**src/rtl/add_rsp_pkg.sv**
```systemverilog
// Shared types and constants for the add_responder slice.
// Occupancy encoding is visible on the occ_state port: EMPTY=0, PARTIAL=1, FULL=2.
package add_rsp_pkg;

    typedef enum logic [1:0] {
        OCC_EMPTY   = 2'd0,
        OCC_PARTIAL = 2'd1,
        OCC_FULL    = 2'd2
    } occ_e;

    localparam int STAT_W = 16;

endpackage

```
**src/rtl/add_rsp_fifo.sv**
```systemverilog
// Response FIFO: storage, wrapping pointers and a separate occupancy count.
// Latency: a pushed entry is readable at rdata from the next cycle; rdata is the combinational head.
// Backpressure: pushes while full are dropped unless a pop happens in the same cycle.
module add_rsp_fifo #(
    parameter  int W     = 4,
    parameter  int DEPTH = 2,
    localparam int AW    = $clog2(DEPTH),
    localparam int CW    = AW + 1
) (
    input  logic          clk,
    input  logic          rst_n,
    input  logic          push,
    input  logic [W-1:0]  wdata,
    input  logic          pop,
    output logic [W-1:0]  rdata,
    output logic [CW-1:0] count,
    output logic          full,
    output logic          empty
);

    logic [W-1:0]  mem [DEPTH];
    logic [AW-1:0] wr_ptr;
    logic [AW-1:0] rd_ptr;
    logic          do_push;
    logic          do_pop;

    assign full    = (count == CW'(DEPTH));
    assign empty   = (count == '0);
    // When full, the slot being written is the one being popped this cycle.
    assign do_push = push && (!full || pop);
    assign do_pop  = pop && !empty;
    assign rdata   = mem[rd_ptr];

    always_ff @(posedge clk or negedge rst_n) begin
        if (!rst_n) begin
            wr_ptr <= '0;
            rd_ptr <= '0;
            count  <= '0;
            for (int i = 0; i < DEPTH; i++) mem[i] <= '0;
        end else begin
            if (do_push) begin
                mem[wr_ptr] <= wdata;
                wr_ptr      <= wr_ptr + AW'(1);
            end
            if (do_pop) rd_ptr <= rd_ptr + AW'(1);
            if (do_push && !do_pop)      count <= count + CW'(1);
            else if (do_pop && !do_push) count <= count - CW'(1);
        end
    end

endmodule

```
**src/rtl/add_responder.sv**
```systemverilog
// Operand/sum responder: accepts (x,y) requests and returns z=x+y in order; ADD_RSP_STATS_EN adds stat counters.
// Latency: a request accepted at edge N presents its sum from cycle N+1 when the FIFO was empty.
// Backpressure: req_ready drops when the FIFO is full unless a response pops in the same cycle.
module add_responder
    import add_rsp_pkg::*;
#(
    parameter  int OP_W  = 3,
    parameter  int DEPTH = 2,
    localparam int RES_W = OP_W + 1,
    localparam int CW    = $clog2(DEPTH) + 1
) (
    input  logic             clk,
    input  logic             rst_n,
    input  logic             req_valid,
    output logic             req_ready,
    input  logic [OP_W-1:0]  req_x,
    input  logic [OP_W-1:0]  req_y,
    output logic             rsp_valid,
    input  logic             rsp_ready,
    output logic [RES_W-1:0] rsp_z,
    output occ_e             occ_state
`ifdef ADD_RSP_STATS_EN
    ,
    output logic [STAT_W-1:0] stat_txn,
    output logic [STAT_W-1:0] stat_carry
`endif
);

    logic             rdy_q;
    logic             push;
    logic             pop;
    logic [RES_W-1:0] sum;
    logic [RES_W-1:0] head;
    logic [CW-1:0]    count;
    logic [CW-1:0]    count_nxt;
    logic             full;
    logic             empty;
    occ_e             occ_q;
    occ_e             occ_nxt;

    // Holds req_ready low until the first edge after reset release.
    always_ff @(posedge clk or negedge rst_n) begin
        if (!rst_n) rdy_q <= 1'b0;
        else        rdy_q <= 1'b1;
    end

    assign rsp_valid = !empty;
    assign pop       = rsp_valid && rsp_ready;
    assign req_ready = rdy_q && (!full || pop);
    assign push      = req_valid && req_ready;
    assign sum       = {1'b0, req_x} + {1'b0, req_y};
    assign rsp_z     = empty ? '0 : head;

    add_rsp_fifo #(
        .W     (RES_W),
        .DEPTH (DEPTH)
    ) u_fifo (
        .clk   (clk),
        .rst_n (rst_n),
        .push  (push),
        .wdata (sum),
        .pop   (pop),
        .rdata (head),
        .count (count),
        .full  (full),
        .empty (empty)
    );

    always_comb begin
        count_nxt = count;
        if (push && !pop)      count_nxt = count + CW'(1);
        else if (pop && !push) count_nxt = count - CW'(1);
    end

    always_ff @(posedge clk or negedge rst_n) begin
        if (!rst_n) occ_q <= OCC_EMPTY;
        else        occ_q <= occ_nxt;
    end

    always_comb begin
        occ_nxt = occ_q;
        unique case (occ_q)
            OCC_EMPTY:   if (push && !pop) occ_nxt = OCC_PARTIAL;
            OCC_PARTIAL: begin
                if (count_nxt == CW'(DEPTH)) occ_nxt = OCC_FULL;
                else if (count_nxt == '0)    occ_nxt = OCC_EMPTY;
            end
            OCC_FULL:    if (pop && !push) occ_nxt = OCC_PARTIAL;
            default:     occ_nxt = OCC_EMPTY;
        endcase
    end

    always_comb begin
        occ_state = occ_q;
    end

`ifdef ADD_RSP_STATS_EN
    always_ff @(posedge clk or negedge rst_n) begin
        if (!rst_n) begin
            stat_txn   <= '0;
            stat_carry <= '0;
        end else if (pop) begin
            if (stat_txn != '1) stat_txn <= stat_txn + STAT_W'(1);
            if (rsp_z[RES_W-1] && (stat_carry != '1)) stat_carry <= stat_carry + STAT_W'(1);
        end
    end
`endif

endmodule
```
**config.mk**
```make
export PLATFORM = sky130hd
export DESIGN_NAME = add_responder
export DESIGN_NICKNAME = d
export VERILOG_FILES = /design/src/rtl/add_rsp_pkg.sv /design/src/rtl/add_rsp_fifo.sv /design/src/rtl/add_responder.sv
export SDC_FILE = /design/constraint.sdc
export NUM_CORES = 1
export LEC_CHECK = 0
export BUFFER_PORTS_ARGS = -buffer_cell sky130_fd_sc_hd__buf_4
export CAP_MARGIN = 5
export CORE_MARGIN = 2
export CORE_UTILIZATION = 40
export CTS_CLUSTER_SIZE = 12
export DETAILED_ROUTE_END_ITERATION = 16
export GPL_TIMING_DRIVEN = 0
export RECOVER_POWER = 50
export SLEW_MARGIN = 25
export SYNTH_ARGS = -nofsm -noshare
export SYNTH_HDL_FRONTEND = slang
export SYNTH_HIERARCHICAL = 1
export SYNTH_SLANG_ARGS = --single-unit
```
**constraint.sdc**
```tcl
create_clock -name clk -period 5.7 [get_ports clk]
set_input_delay 0.855 -clock clk [delete_from_list [all_inputs] [get_ports clk]]
set_output_delay 0.855 -clock clk [all_outputs]
set_load 0.05 [all_outputs]
```
* After elaboration in Yosys (flattened, before gate mapping)
Index checks and enable logic that the tools add are counted.
Operators by class: reductions and logical operators 22, magnitude comparators 3, $add $sub $neg 5, bitwise gates (word level) 2, multiplexer cells 16, eq/ne operators 7
Operators by type and width (number):
- 4-bit 2-to-1 mux | 5
- 2-bit 2-to-1 mux | 8
- 1-bit logical AND | 10
- 8-bit bitwise mux | 1
- 2-bit == test, second input constant | 3
- 1-bit logical NOT | 6
- 2-bit logical NOT | 3
- 2-bit one-hot mux with 3 select lines | 1
- 3-bit by 3-bit adder with 4-bit output | 1
- 4-bit demux with 1-bit select | 1
- 2-bit greater-or-equal comparator, second input constant | 2
- 2-bit != test, second input constant | 2
- 1-bit NOT with 2-bit output | 2
- 3-bit != test, second input constant | 1
- 3-bit AND reduction | 1
- 1-bit adder, second input constant | 2
- 2-bit by 1-bit adder with 2-bit output, second input constant | 1
- 2-bit by 1-bit == test with 1-bit output, second input constant | 1
- 2-bit by 1-bit less-than comparator with 1-bit output, second input constant | 1
- 2-bit nonzero test | 1
- 2-bit by 1-bit subtractor with 2-bit output, second input constant | 1
- 1-bit logical OR | 1
Storage, ports and cells: output and inout port bits 8, input port bits 10, register bits 15, logic and storage cells 62

* Logic depth before layout (Yosys ltp)
word-level depth 14, depth in mapped cells 10, mapped depth without buffers 10

* Hierarchy
The synthesis kept the hierarchy.
By module, submodules not included:
- add_rsp_fifo | sequential area each 300.3 µm², cells an instance 39, area each 554.3 µm², instances 1
- add_responder | sequential area each 75.1 µm², cells an instance 42, area each 359.1 µm², instances 1

* Worst setup path after synthesis
Ideal clock, no wire load.
path type reg-to-output, from register u_fifo.count[0], to output req_ready, stages on the path, launching flop included 5, data required time 4845 ps, slack 2764 ps, buffers on the path 0, data arrival time 2081 ps, cells stage by stage dfrtp_1 -> nor2_1 -> inv_2 -> nand2_4 -> a21boi_0
Between the ends: cells in the longest elaborated chain, start to end 5, elaborated cells between the ends (all ways) 7, classes of those cells eq/ne (1); reduce/logical (6)
RTL lines:
- start, declared | line add_rsp_fifo.sv:16 | output logic [CW-1:0] count,
- start signal, assigned | line add_rsp_fifo.sv:46 | if (do_push && !do_pop) count <= count + CW'(1);
- start signal, assigned | line add_rsp_fifo.sv:47 | else if (do_pop && !do_push) count <= count - CW'(1);
- 2-bit logical NOT | line add_rsp_fifo.sv:28 | assign empty = (count == '0);
- named net empty | line add_responder.sv:37 | logic empty;
- 1-bit logical NOT | line add_responder.sv:47 | assign rsp_valid = !empty;
- named net rsp_valid | line add_responder.sv:18 | output logic rsp_valid,
- 1-bit logical AND | line add_responder.sv:48 | assign pop = rsp_valid && rsp_ready;
- 1-bit logical OR | line add_responder.sv:49 | assign req_ready = rdy_q && (!full || pop);
- 1-bit logical AND | line add_responder.sv:49
- end, declared | line add_responder.sv:15 | output logic req_ready,
The timed path passes the listed nets, and every way through them passes these cells.

* Worst setup path after layout
from register u_fifo.count[0], to output req_ready
Between the ends: cells in the longest elaborated chain, start to end 5, elaborated cells between the ends (all ways) 7, classes of those cells eq/ne (1); reduce/logical (6)
RTL lines (line):
- 2-bit logical NOT | add_rsp_fifo.sv:28
- named net empty | add_responder.sv:37
- 1-bit logical NOT | add_responder.sv:47
- 1-bit logical AND | add_responder.sv:48
- 1-bit logical OR | add_responder.sv:49
- 1-bit logical AND | add_responder.sv:49
The timed path passes the listed nets, and every way through them passes these cells.

==> impl_metrics.tcl <==
set metrics [dict create \
    cp-end-kind "primary output" \
    via_per_inst 4.91 \
    postSynthAreaPerCell_sq_um 11.3 \
    synth.yosys.warnings 6 \
    start_kind "register" \
    drt_first_pass_iters 3 \
    totalWireLength_microns 1450 \
    yosysMostFrequentCell "dfrtp_1" \
    critPathKind "reg2out" \
    drc 0 \
    fillCellCount 211 \
    syn_area_sq_um 913 \
    vias 638 \
    hpwl_microns 1140 \
    ys_seq_area_frac 0.411 \
    fin_cells 130 \
    dp_cells 126 \
    slew_headroom 0.500 \
    cts_resized 0 \
    clock_skew_ps 3.80 \
    final_antenna_net_count 0 \
    synth_area_leaders "dfrtp_1 41%, mux2_2 15%, and2b_2 5.8%" \
    synth_ff_type "dfrtp_1" \
    clock_latency_ps 270 \
    fmax_mhz 393 \
    yosysTopAreaCell "dfrtp_1" \
    layout.nets 118 \
    yosys-top-cells-count "15 x dfrtp_1, 12 x mux2_2, 6 x and2b_2" \
    final_hold_viol_count 0 \
    cp_data_arrival_time_ps 1690 \
    outcome "complete, no violations" \
    worst_pin_slew_ps 750 \
    grt_pass1_wl_microns 2680 \
    dieHeight_microns 51.8 \
    p_total_uw 610 \
    cts.path.max_buffers 2 \
    antenna_found_initial 0 \
    drv_cap 0 \
    rsz0062_at_grt "no" \
    cts_sinks 15 \
    grt_pass1_vias 642 \
    cts.hold.buffers_added 0 \
    dieWidth_microns 51.8 \
    cpMaxStageDelayCell "dfrtp_1" \
    fin_tns_setup_ps 0 \
    port_buffers 17 \
    coreArea_sq_um 2190 \
    clkSlewWorstSetupHoldPaths_ps 80 \
    setup_ws_ps 3150 \
    synthCells 81 \
    globalplace.congestion 0.719 \
    peakVddDrop_mv 0.285 \
    ctsHtreeMaxLevel 1 \
    syn_nets 96 \
    synth-seq-cells 15 \
    antenna_cells 0 \
    worstPathRequired_ps 4850 \
    synthArstFlopShare 1.00 \
    wl_per_cell_microns 11.2 \
    cts_tree "done" \
    initial_core_util 0.417 \
    grt_overflow 0 \
    rows 17 \
    grt_max_degree 16 \
    track_usage 0.134 \
    final_area_sq_um 1090 \
    synth_edf_count 0 \
    syn_to_final_growth_pct 19.5 \
    place_ws_ps 3420 \
    fin_crit_ps 2550 \
    synth.top_cell.area_share 0.411 \
    post-route-period-util 0.447 \
    slew_viol_final 0 \
    drive_gt1_frac 0.402 \
    postPlaceCellArea_sq_um 1080 \
    setup_viol 0 \
    die-area_sq_um 2680 \
    max_stage_delay_ps 500 \
    critical_path_peak_fanout 10 \
    power.leakage_uw 0.000523 \
    numCtsBuffers 3 \
    crit_chain "nor2_1 -> clkinv_1 -> nand2_4 -> a21boi_0 -> buf_4" \
    min_path_type "reg2reg" \
    post_cts_buffers 0 \
    pwr_density_cell_nw_per_um2 559 \
    synth_cell_types 30 \
    io_pins 18 \
    cts-root-buf "clkbuf_4" \
    drtIter0Drc 8 \
    rrSetupSlack_ps 3310 \
]
## critical path: cells and delay by family (launching register included)
family                 cells  cell delay, ps
AO/OA/AOI/OAI              1              80
buffers and inverters      2             390
flip-flops                 1             500
AND/OR/NAND/NOR            2             440
## sequential cells by signal, summed over array words and instances, names as in the netlist
register and flops:
occ_state 2, rdy_q 1, u_fifo/count 2, u_fifo/mem 8, u_fifo/rd_ptr 1, u_fifo/wr_ptr 1
## per-layer routing
layer / up-vias / part of all wire / global-route usage / wire length (microns)
li1: 327 / - / - / -
met1: 304 / 0.46 / 0.162 / 672
met2: 5 / 0.50 / 0.224 / 722
met5: - / 0 / 0 / 0
met3: 2 / 0.032 / 0.0489 / 46
met4: 0 / 0.0083 / 0.0395 / 12
## power by group
part | switching [uW] | total [uW] | leakage, uW | internal, uW
combinational | 199 | 352 | 0.000327 | 153
clock | 28.5 | 55.6 | 0.0000150 | 27.1
sequential | 48.1 | 203 | 0.000181 | 155
## placed cells by master (no fill, tap or decap), types with 2 or more instances in the layout
master / synthesis / final
ha_1: 4 / 4
nor3_1: 2 / 2
xor2_1: 3 / 3
nor3b_2: 2 / 2
inv_1: 5 / 5
and3_1: 2 / 2
a21o_1: 2 / 2
mux2_2: 12 / 12
clkbuf_4: 0 / 3
nor2_1: 3 / 3
nand2_1: 3 / 3
nand3_1: 3 / 3
buf_4: 0 / 14
and2b_2: 6 / 6
dfrtp_1: 15 / 15
clkbuf_1: 0 / 4
xnor2_1: 3 / 3
## per-stage QoR
stage               hold slack, ps  utilization
floorplan                      475            -
global placement               484        0.491
detailed placement             494        0.491
CTS                            408        0.503
global route                   532        0.498
finish                         511        0.498
## final cells by class
cell class | count | area [sq um] | area share
Tap cell | 28 | 35.0 | 0.0321
Inverter | 7 | 28.8 | 0.0264
Clock buffer | 4 | 26.3 | 0.0241
Timing Repair Buffer | 17 | 116 | 0.107
Multi-Input combinational cell | 59 | 509 | 0.467
Sequential cell | 15 | 375 | 0.344
## cell families after synthesis
family                   Yosys count  synth area share
buffers and inverters              7            0.0315
adder cells (fa/ha/maj)            5            0.0767
flip-flops                        15             0.411
AO/OA/AOI/OAI                      7            0.0534
AND/OR/NAND/NOR                   28             0.218
multiplexers                      12             0.148
other                              1           0.00411
XOR/XNOR                           6            0.0575
## final timing paths
kind                            startpoint               to  depth (start not counted)
max                        u_fifo/count[0]        req_ready                          5
min                          u_fifo/mem[7]    u_fifo/mem[7]                          1
max reg2reg                u_fifo/count[0]  u_fifo/count[1]                         10
min reg2reg                  u_fifo/mem[7]    u_fifo/mem[7]                          1
max in group asynchronous            rst_n    u_fifo/rd_ptr                          1
min in group asynchronous            rst_n    u_fifo/mem[0]                          1
(Power assumes the default switching activity.)
